`src/rtl/button_input_bank.sv`:
```
// ---------------------------------------------------------------------------
// ButtonInputBank: multi-channel button front end.
//
// Each raw button input is synchronised through two flops and normalised so
// that 1 means pressed. It is then debounced with a programmable stable time
// and turned into one-cycle press/release pulses. While a button is held, a
// small per-channel FSM issues a single long-press pulse and then an
// auto-repeat pulse train.
//
// Ports:
//   i_clk          system clock, all logic on the rising edge
//   i_rst          synchronous, active-high reset
//   i_buttons      raw asynchronous button levels (N_CH bits)
//   o_pressed      debounced level per channel, 1 = pressed
//   o_press        one-cycle pulse on an accepted released->pressed change
//   o_release      one-cycle pulse on an accepted pressed->released change
//   o_long_press   one-cycle pulse, once per hold, LONG_CYCLES after press
//   o_repeat       one-cycle pulse every REPEAT_CYCLES after the long press
//   o_any_pressed  OR of o_pressed
// ---------------------------------------------------------------------------
module button_input_bank #(
  parameter int N_CH          = 4,
  parameter int ACTIVE_LOW    = 1,
  parameter int DEB_CYCLES    = 250000,
  parameter int DEB_W         = 18,
  parameter int LONG_CYCLES   = 25000000,
  parameter int REPEAT_CYCLES = 5000000,
  parameter int HOLD_W        = 25
) (
  input  logic            i_clk,
  input  logic            i_rst,
  input  logic [N_CH-1:0] i_buttons,
  output logic [N_CH-1:0] o_pressed,
  output logic [N_CH-1:0] o_press,
  output logic [N_CH-1:0] o_release,
  output logic [N_CH-1:0] o_long_press,
  output logic [N_CH-1:0] o_repeat,
  output logic            o_any_pressed
);

  typedef enum logic [1:0] {
    ST_IDLE,
    ST_HOLD,
    ST_REPEAT
  } holdState_t;

  // Raw level that corresponds to "released"; the sync flops reset to it so
  // that leaving reset never looks like a press.
  localparam logic RelRaw = (ACTIVE_LOW != 0);

  localparam logic [DEB_W-1:0]  DebLast  = DEB_W'(DEB_CYCLES - 1);
  localparam logic [HOLD_W-1:0] LongLast = HOLD_W'(LONG_CYCLES - 1);
  localparam logic [HOLD_W-1:0] RepLast  =
    (REPEAT_CYCLES == 0) ? '0 : HOLD_W'(REPEAT_CYCLES - 1);

  logic [N_CH-1:0]   r_sync1;
  logic [N_CH-1:0]   r_sync2;
  logic [N_CH-1:0]   r_stable;
  logic [DEB_W-1:0]  r_dcnt [N_CH];
  logic [HOLD_W-1:0] r_hcnt [N_CH];
  holdState_t        r_state [N_CH];
  logic [N_CH-1:0]   r_press;
  logic [N_CH-1:0]   r_release;
  logic [N_CH-1:0]   r_long;
  logic [N_CH-1:0]   r_repeat;
  logic              r_any;

  logic [N_CH-1:0]   w_s;
  logic [N_CH-1:0]   w_accept;
  logic [N_CH-1:0]   w_rise;
  logic [N_CH-1:0]   w_fall;
  logic [N_CH-1:0]   w_stableNext;

  // Normalise polarity and decide, per channel, whether this edge accepts a
  // level change (the debounce count has run out while the input still
  // differs from the accepted level).
  always_comb begin
    w_s      = (ACTIVE_LOW != 0) ? ~r_sync2 : r_sync2;
    w_accept = '0;
    for (int i = 0; i < N_CH; i++) begin
      w_accept[i] = (w_s[i] != r_stable[i]) && (r_dcnt[i] == DebLast);
    end
    w_rise       = w_accept & w_s;
    w_fall       = w_accept & ~w_s;
    w_stableNext = r_stable ^ w_accept;
  end

  // Synchroniser, debounce counters, edge pulses and the hold FSM. A falling
  // accept always wins over a hold/repeat compare landing on the same edge.
  always_ff @(posedge i_clk) begin
    if (i_rst) begin
      r_sync1   <= {N_CH{RelRaw}};
      r_sync2   <= {N_CH{RelRaw}};
      r_stable  <= '0;
      r_press   <= '0;
      r_release <= '0;
      r_long    <= '0;
      r_repeat  <= '0;
      r_any     <= 1'b0;
      for (int i = 0; i < N_CH; i++) begin
        r_dcnt[i]  <= '0;
        r_hcnt[i]  <= '0;
        r_state[i] <= ST_IDLE;
      end
    end else begin
      r_sync1   <= i_buttons;
      r_sync2   <= r_sync1;
      r_stable  <= w_stableNext;
      r_press   <= w_rise;
      r_release <= w_fall;
      r_any     <= |w_stableNext;
      for (int i = 0; i < N_CH; i++) begin
        // Any return to the accepted level restarts the stable-time count.
        if ((w_s[i] == r_stable[i]) || w_accept[i]) begin
          r_dcnt[i] <= '0;
        end else begin
          r_dcnt[i] <= r_dcnt[i] + 1'b1;
        end

        r_long[i]   <= 1'b0;
        r_repeat[i] <= 1'b0;
        if (w_fall[i]) begin
          r_state[i] <= ST_IDLE;
          r_hcnt[i]  <= '0;
        end else begin
          case (r_state[i])
            ST_IDLE: begin
              r_hcnt[i] <= '0;
              if (w_rise[i]) begin
                r_state[i] <= ST_HOLD;
              end
            end
            ST_HOLD: begin
              if (r_hcnt[i] == LongLast) begin
                r_long[i]  <= 1'b1;
                r_hcnt[i]  <= '0;
                r_state[i] <= ST_REPEAT;
              end else begin
                r_hcnt[i] <= r_hcnt[i] + 1'b1;
              end
            end
            ST_REPEAT: begin
              // With repeat disabled this is a silent terminal held state.
              if (REPEAT_CYCLES == 0) begin
                r_hcnt[i] <= '0;
              end else if (r_hcnt[i] == RepLast) begin
                r_repeat[i] <= 1'b1;
                r_hcnt[i]   <= '0;
              end else begin
                r_hcnt[i] <= r_hcnt[i] + 1'b1;
              end
            end
            default: begin
              r_state[i] <= ST_IDLE;
              r_hcnt[i]  <= '0;
            end
          endcase
        end
      end
    end
  end

  assign o_pressed     = r_stable;
  assign o_press       = r_press;
  assign o_release     = r_release;
  assign o_long_press  = r_long;
  assign o_repeat      = r_repeat;
  assign o_any_pressed = r_any;

endmodule

```
`config.mk`:
```
export PLATFORM = sky130hd
export DESIGN_NAME = button_input_bank
export DESIGN_NICKNAME = d
export VERILOG_FILES = /design/src/rtl/button_input_bank.sv
export SDC_FILE = /design/constraint.sdc
export NUM_CORES = 1
export LEC_CHECK = 0
export BUFFER_PORTS_ARGS = -buffer_cell sky130_fd_sc_hd__buf_2
export CAP_MARGIN = 20
export CORE_ASPECT_RATIO = 0.75
export CORE_MARGIN = 10
export CORE_UTILIZATION = 50
export DETAILED_ROUTE_END_ITERATION = 10
export PLACE_DENSITY = 0.66
export SKIP_CTS_REPAIR_TIMING = 1
export SLEW_MARGIN = 10
export SYNTH_ARGS = -nofsm -noshare
export SYNTH_HDL_FRONTEND = slang
export SYNTH_SLANG_ARGS = --single-unit
```
`constraint.sdc`:
```
create_clock -name i_clk -period 2.8 [get_ports i_clk]
set_input_delay 0.42 -clock i_clk [delete_from_list [all_inputs] [get_ports i_clk]]
set_output_delay 0.42 -clock i_clk [all_outputs]
set_load 0.02 [all_outputs]
```
; After elaboration in Yosys (flattened, before gate mapping)
; Memories as Yosys holds them, arrays and structs flattened.
; Cells that the tools add are included.
[word_totals]
register_bits = 29
ramBits = 180
inputBits = 6
out_inout_bits = 21
mem_count = 3
[op_classes]
n_addsub = 8
eq_ne = 28
muxes = 222
n_bitwise = 57
n_reduce_logical = 17
[memory_table]
columns = memory, depth, width, rd, rd_clocked_by_memory_dff, write_ports, line_no
row1 = r_hcnt, 4, 25, 4, 0, 4, 60  ; logic [HOLD_W-1:0] r_hcnt [N_CH];
row2 = r_dcnt, 4, 18, 4, 0, 4, 59  ; logic [DEB_W-1:0] r_dcnt [N_CH];
row3 = r_state, 4, 2, 4, 0, 4, 61  ; holdState_t r_state [N_CH];
[ops]
columns = operator, n
row1 = $mux W25, 28
row2 = $mux W1, 170
row3 = $mux W18, 8
row4 = $add A25 B1 Y25 const B, 4
row5 = $eq A25 B23 Y1 const B, 4
row6 = $eq A25 B25 Y1 const B, 4
row7 = $add A18 B1 Y18 const B, 4
row8 = $eq A18 B18 Y1 const B, 4
row9 = $or A1 B1 Y1, 52
row10 = $mux W2, 16
row11 = $reduce_or A3 Y1, 4
row12 = $and A4 B4 Y4, 2
row13 = $eq A2 B1 Y1 const B, 4
row14 = $eq A2 B2 Y1 const B, 4
row15 = $logic_not A2 Y1, 4
row16 = $not A4 Y4, 2
row17 = $eq A1 B1 Y1, 4
row18 = $logic_and A1 B1 Y1, 4
row19 = $logic_or A1 B1 Y1, 4
row20 = $ne A1 B1 Y1, 4
row21 = $reduce_or A4 Y1, 1
row22 = $xor A4 B4 Y4, 1

; Longest topological paths before layout
; Gate-level depths: netlist (run 1).
[depth]
word_depth = 14
ltp_mapped = 8
mapped_depth_nobuf = 6

; Worst setup path before layout (run 1)
; Ideal clock, no wire load.
[synth_timing]
path_type = reg2reg
startpoint = memory r_dcnt[0][11]
endpoint = memory r_state[0][0] (netlist name), enable pin
setup_time_ns = 0.258
t_arrival_ns = 1.920
required_time_ns = 2.542
path_slack_ns = 0.622
stages_incl_launch_ff = 7
n_path_buf = 1
synth_period_minus_slack_ns = 2.178
path_cell_list = edfxtp_1 -> nor4_1 -> nand4_1 -> or3_1 -> buf_6 -> o211a_1 -> a2111o_1
[synth_lines]
columns = element, line_no
row1 = from (decl), 59
row2 = to (decl), 61

==> metrics.md, run 1 <==
| Metric | Value |
|---|---|
| Post-synth EDFFs | `180` |
| I/O Buffers | `26` |
| Crit end category | `flop` |
| ANT nets after route | `0` |
| XOR/XNOR Fraction of Synth Area | `0.124` |
| Maxcap violations | `0` |
| Initial antenna violation count | `0` |
| Setup CP Type | `flop to flop` |
| Core Area | `0.0214 mm²` |
| Finish-stage setup viols | `0` |
| Min cycle time layout | `~2.4 ns` |
| Drt pass-1 iters | `5` |
| Flops & latches, synth | `roughly 210` |
| CTS root buf | `clkbuf_16` |
| Synth area leaders | `edfxtp_1 49%, nor2_1 6.4%, xor2_1 6.4%` |
| Mapped cell area | `roughly 0.011 mm²` |
| Chip Height | `148 µm` |
| Worst skew pair latency | `about 0.50 ns` |
| Layout Skew | `0.0113 ns` |
| Max frequency | `between 0.4 and 0.5 GHz` |
| Yosys warning count | `0` |
| DP Cell Count | `about 1500` |
| Cell Rows | `between 40 and 50` |
| Compound-Gate Fraction of Synth Area | `0.0251` |
| Most used DFF post-synth | `edfxtp_1` |
| Post-Synth Adder-Cell Area | `0.00911` |
| Final nets | `between 1000 and 1500` |
| Fin crit share | `0.860` |
| Routed wire length | `20.6 mm` |
| Non-filler cells in the finished layout | `between 1500 and 2000` |
| Data required, critical path | `a little over 3 ns` |
| DIE AREA | `between 0.02 and 0.03 mm²` |
| Diodes inserted | `0` |
| Async SR Flop Fraction | `0` |
| HPWL after DPL | `approximately 15 mm` |
| Cts bufs inserted | `23` |
| Post-synth top area share | `0.492` |
| Drt via density | `between 4 and 5` |
| CP arrival | `~2.7 ns` |
| First-pass GRT wire length | `between 30 and 40 mm` |
| Post-synthesis sequential area ratio | `0.545` |
| Post-Syn Instances | `just over 1000` |
| Cell with the most instances after synthesis | `nor2_1` |
| Main combinational cell family by area after synthesis | `simple AND/OR/NAND/NOR gates` |
| Hold Crit Class | `input pin to flop` |
| Share of cells above drive strength 1 | `0.0831` |
| Yosys cell types | `between 50 and 60` |
| Setup TNS | `0 ns` |
| TritonCTS clock tree | `yes` |
| Most common library cells after synthesis | `187 x nor2_1, 180 x edfxtp_1, 80 x xor2_1, 75 x xnor2_1, 68 x nand2_1` |
| Bufs on Longest Clock Path | `3` |
| Worst-margin pin slew | `just under 0.7 ns` |
| Via count | `roughly 7700` |
| Fin. Hold Viols | `0` |
| Unrepaired setup endpoints after global routing | `no` |
| DIE WIDTH | `191 µm` |
| Mean Syn Cell Area | `10.7 µm²` |
| Status | `finished, final reports clean` |
| Remaining global-route overflow | `0` |
| Post-synthesis mux area share | `0.00273` |
| DR DRC count | `0` |
| Max_slew headroom | `0.548` |
| Leak pwr | `4.55 nW` |
| Starting Density | `0.514` |
| P&R area growth vs syn | `16.3%` |
| Vias in the first global route | `~7400` |
| Worst VDD drop | `approximately 430 µV` |
| Top Metal Used | `met4` |
| Largest net degree at the start of global routing | `26` |
| Routed length on met1 | `10.3 mm` |
| I/O pins | `27` |
| Startpoint Class | `flop` |
| Placer Congestion | `just over 0.8` |
| Worst-path fanout max | `17` |
| Cell taking the most area after synthesis | `edfxtp_1` |
| GRT Total Usage | `0.148` |
| Max Slew Vio Count | `0` |
| Synthesized-area fraction occupied by and/or/nand/nor cells | `0.268` |
| DR iter-0 viols | `594` |
| DR WL/cell | `~13 µm` |
| CTS H-tree lvls | `1` |
| Pwr Density | `535 mW/mm²` |
| Met3 routed WL | `~830 µm` |
| Met2 WL post-DR | `approximately 9 mm` |
| Clk sinks | `between 200 and 250` |
| Clock slew at reported path FFs | `0.06 ns` |
## final timing paths
path,start,slack (ns),end,cells after the start
max,r_dcnt[0][11]$_SDFFCE_PN0P_,0.39,r_hcnt[0][3]$_SDFFCE_PP0P_,6
min,i_buttons[0],0.10,r_sync1[0]$_SDFF_PP1_,2
max reg2reg,r_dcnt[0][11]$_SDFFCE_PN0P_,0.39,r_hcnt[0][3]$_SDFFCE_PP0P_,6
min reg2reg,r_sync1[3]$_SDFF_PP1_,0.40,r_sync2[3]$_SDFF_PP1_,1
## placed cells by master, fill, tap and decap left out, types with 11 or more instances in the layout
| cell | Yosys | routed |
|---|---|---|
| buf_2 | 5 | 26 |
| inv_1 | 24 | 24 |
| nand2_1 | 68 | 68 |
| xor2_1 | 80 | 80 |
| edfxtp_1 | 180 | 180 |
| nor4_1 | 21 | 21 |
| conb_1 | 1 | 172 |
| nor2_1 | 187 | 187 |
| clkbuf_1 | 15 | 11 |
| dfxtp_1 | 29 | 29 |
| or2_2 | 13 | 13 |
| nand4_1 | 44 | 44 |
| a21oi_1 | 11 | 11 |
| nand3_1 | 60 | 60 |
| xnor2_1 | 75 | 75 |
| nor3_1 | 60 | 60 |
| buf_4 | 2 | 17 |
| and3_1 | 24 | 24 |
| and4_1 | 11 | 11 |
| clkbuf_16 | 0 | 23 |
| and2_1 | 12 | 12 |
## logic make-up after synthesis
kind of cell / Yosys count
and+or+nand+nor: 564
AOI/OAI and AO/OA: 31
adders and majority gates: 8
xor gates and xnor gates: 155
other: 1
buffers and inverters: 56
muxes: 3
DFF: 209
## layer usage
layer | GRT usage | vias up
met2 | 0.229 | 112
li1 | - | 3949
met4 | 0.0362 | 0
met1 | 0.211 | 3572
met3 | 0.0252 | 35
met5 | 0 | -
## layout make-up
type                    instances  area, µm²
multi-input cells             933       5350
well taps                     288        360
clock buffers                  40        699
clock inverters                 1       5.00
inverters                      25       93.8
repair buffers                 44        278
fillers                      1830       8580
flip-flops and latches        209       5990
## metrics by stage
step | worst slack, ns | area [µm²] | power [W] | hold WS, ns | util
4_1_cts | 0.372 | 12800 | 0.00691 | 0.0796 | 0.598
6_report | 0.392 | 12800 | 0.00684 | 0.102 | 0.598
3_5_place_dp | 0.383 | 12100 | 0.00405 | 0.398 | 0.565
2_1_floorplan | 0.622 | 11600 | 0.00396 | 0.389 | -
5_1_grt | 0.193 | 12800 | 0.00710 | 0.0875 | 0.598
3_3_place_gp | 0.397 | 12100 | 0.00404 | 0.392 | 0.565
## critical path, cell delays in order (launching register included)
cell and delay (ns):
edfxtp_1 0.47, nor4_1 0.32, nand4_1 0.12, or3_1 0.57, o221ai_4 0.43, buf_12 0.20, nor2_1 0.06
## sequential cells by signal (all words and copies together), names as in the netlist
| signal | cells |
|---|---|
| o_press | 4 |
| o_pressed | 4 |
| o_any_pressed | 1 |
| r_dcnt | 72 |
| r_hcnt | 100 |
| r_sync1 | 4 |
| r_sync2 | 4 |
| r_state | 8 |
| o_repeat | 4 |
| o_release | 4 |
| o_long_press | 4 |
## power by group
part | internal [W] | total, W | switching, W
Sequential | 0.00352 | 0.00367 | 0.000147
Clock | 0.00168 | 0.00284 | 0.00117
Combinational | 0.000132 | 0.000323 | 0.000191
Total | 0.00533 | 0.00684 | 0.00151
(Power assumes the default switching activity.)
==> run 2: changes to the inputs <==
--- a/config.mk
+++ b/config.mk
@@ -7,11 +7,14 @@
 export LEC_CHECK = 0
 export BUFFER_PORTS_ARGS = -buffer_cell sky130_fd_sc_hd__buf_2
 export CAP_MARGIN = 20
+export CELL_PAD_IN_SITES_DETAIL_PLACEMENT = 1
+export CELL_PAD_IN_SITES_GLOBAL_PLACEMENT = 1
 export CORE_ASPECT_RATIO = 0.75
 export CORE_MARGIN = 10
 export CORE_UTILIZATION = 50
 export DETAILED_ROUTE_END_ITERATION = 10
-export PLACE_DENSITY = 0.66
+export GPL_ROUTABILITY_DRIVEN = 0
+export PLACE_DENSITY_LB_ADDON = 0.1
 export SKIP_CTS_REPAIR_TIMING = 1
 export SLEW_MARGIN = 10
 export SYNTH_ARGS = -nofsm -noshare
==> run 2 against run 1 <==
Compared with the run above: critical path depth unchanged; hold slack improved by 0.0044 ns; sequential share of layout area about the same; sequential cell count stayed put; first-iteration DRC count is 19% lower; clock power is 3% lower; highest routed layer unchanged.
==> metrics.md, run 2 (synthesized netlist as in run 1, its figures left out) <==
| Metric | Value |
|---|---|
| CTS root buf | `clkbuf_16 (unchanged)` |
| Core Area | `0.0214 mm² (unchanged)` |
| Max frequency | `0.388 GHz (was 0.415 GHz)` |
| Regs by FF count | `r_hcnt: 100 flops, r_dcnt: 72 flops, r_state: 8 flops (unchanged)` |
| Final Cell Area | `0.0128 mm² (about the same)` |
| Drt via density | `5.26 (was 4.98)` |
| Worst VDD drop | `398 µV (was 432 µV)` |
| HPWL after DPL | `17.8 mm (was 14.7 mm)` |
| TritonCTS clock tree | `yes (unchanged)` |
| DIE AREA | `0.0284 mm² (unchanged)` |
| Max reg flops | `100 (unchanged)` |
| Clock slew at reported path FFs | `0.06 ns (about the same)` |
| Footprint of the multi-input gates | `0.00535 mm² (unchanged)` |
| Pwr Density | `531 mW/mm² (was 535 mW/mm²)` |
| Worst-margin pin slew | `0.857 ns (was 0.672 ns)` |
| Hold Crit Class | `input pin to flop (unchanged)` |
| DR DRC count | `0 (unchanged)` |
| Chip Height | `148 µm (unchanged)` |
| Max_slew headroom | `0.424 (was 0.548)` |
| CTS H-tree lvls | `1 (unchanged)` |
| GRT Total Usage | `0.180 (was 0.148)` |
| Crit path launch | `r_hcnt[0][21]$_SDFFCE_PP0P_ (was r_dcnt[0][11]$_SDFFCE_PN0P_)` |
| Layout Utilization | `0.598 (about the same)` |
| Maxcap violations | `0 (unchanged)` |
| Setup TNS | `0 ns (unchanged)` |
| I/O pins | `27 (unchanged)` |
| I/O Buffers | `26 (unchanged)` |
| Worst skew pair latency | `0.50 ns (about the same)` |
| Crit end category | `flop (unchanged)` |
| Cell Rows | `46 (unchanged)` |
| DIE WIDTH | `191 µm (unchanged)` |
| Clk sinks | `209 (unchanged)` |
| Register area | `0.00599 mm² (unchanged)` |
| Startpoint Class | `flop (unchanged)` |
| Status | `finished, final reports clean (unchanged)` |
| Bufs on Longest Clock Path | `3 (unchanged)` |
| First-pass GRT wire length | `42.5 mm (was 35.7 mm)` |
| Leak pwr | `4.56 nW (was 4.55 nW)` |
| Starting Density | `0.514 (unchanged)` |
| Share of cells above drive strength 1 | `0.0851 (was 0.0831)` |
| Max Slew Vio Count | `0 (unchanged)` |
| Hold Slack | `0.107 ns (was 0.102 ns)` |
| Final nets | `1256 (was 1250)` |
| Data required, critical path | `3.05 ns (was 3.06 ns)` |
| Remaining global-route overflow | `0 (unchanged)` |
| # fillers | `2366 (was 1830)` |
| Fin. Hold Viols | `0 (unchanged)` |
| Unrepaired setup endpoints after global routing | `no (unchanged)` |
| Top reg by flops | `r_hcnt (unchanged)` |
| Most frequent cells in the layout | `187 x nor2_1, 180 x edfxtp_1, 172 x conb_1 (unchanged)` |
| Cts bufs inserted | `23 (unchanged)` |
| Most common cell after layout, fill and taps aside | `nor2_1 (unchanged)` |
| Routed wire length | `25.1 mm (was 20.6 mm)` |
| Min-delay src | `i_buttons[1] (was i_buttons[0])` |
| Setup CP Type | `flop to flop (unchanged)` |
| Diodes inserted | `0 (unchanged)` |
| DR iter-0 viols | `484 (was 594)` |
| Min cycle time layout | `2.58 ns (was 2.41 ns)` |
| CP arrival | `2.83 ns (was 2.66 ns)` |
| Layout Skew | `0.0111 ns (was 0.0113 ns)` |
| Largest net degree at the start of global routing | `26 (unchanged)` |
| FF-to-FF Start | `r_hcnt[0][21]$_SDFFCE_PP0P_ (was r_dcnt[0][11]$_SDFFCE_PN0P_)` |
| P&R area growth vs syn | `16.3% (about the same)` |
| Placed cell area | `0.0121 mm² (about the same)` |
| Drt pass-1 iters | `5 (unchanged)` |
| Fin crit share | `0.920 (was 0.860)` |
| Initial antenna violation count | `0 (unchanged)` |
| Worst-path fanout max | `19 (was 17)` |
| DR WL/cell | `16.2 µm (was 13.4 µm)` |
| Finish-stage setup viols | `0 (unchanged)` |
| Vias in the first global route | `8390 (was 7407)` |
| Via count | `8126 (was 7668)` |
| ANT nets after route | `0 (unchanged)` |
==> run 2: cell types whose count changed in the layout (fill, tap and decap cells not counted) <==
cell	delta
clkbuf_8	-4
clkinv_1	+7
clkbuf_1	-4
buf_4	+6
clkinv_2	+1
==> run 2: path summary, 6_finish.rpt <==
kind	to	slack, ns	cells past startpoint
max	r_hcnt[0][20]$_SDFFCE_PP0P_	0.22	6
min	r_sync1[1]$_SDFF_PP1_	0.11	2
max reg2reg	r_hcnt[0][20]$_SDFFCE_PP0P_	0.22	6
min reg2reg	r_sync2[0]$_SDFF_PP1_	0.41	1
==> run 2: where the power goes <==
part / leakage [nW] / internal, W / total [W] / switching (W)
registers: 2.09 / 0.00352 / 0.00368 / 0.000154
logic: 2.14 / 0.000135 / 0.000348 / 0.000213
clock network: 0.325 / 0.00156 / 0.00276 / 0.00121
total: 4.56 / 0.00521 / 0.00679 / 0.00157
==> run 2: metrics by stage <==
stage	worst slack (ns)	std cells	total power (W)
3_5_place_dp	0.280	1505	0.00407
2_1_floorplan	0.622	1198	0.00396
3_3_place_gp	0.341	1505	0.00405
4_1_cts	0.260	1546	0.00683
6_report	0.223	1546	0.00679
5_1_grt	0.0164	1546	0.00705
==> run 2: final cells by class <==
class                      count  share of cell area
clock buffer                  32              0.0493
clock inverter                 9             0.00284
inverter                      25             0.00734
multi-input combinational    933               0.419
sequential                   209               0.468
tap                          288              0.0282
timing repair buffer          50              0.0253
==> run 2: layer usage <==
layer / vias up / global-route usage / share of wire
met5: - / 0 / 0
met2: 106 / 0.298 / 0.48
met1: 4040 / 0.244 / 0.47
li1: 3946 / - / -
met3: 34 / 0.0269 / 0.032
met4: 0 / 0.0398 / 0.018
==> run 2: worst max-delay path: stages (launching register included) <==
cell,delay (ns)
edfxtp_1,0.46
or4b_1,0.55
nor4b_1,0.49
a31oi_1,0.24
o221ai_4,0.32
buf_12,0.20
nor2_1,0.07
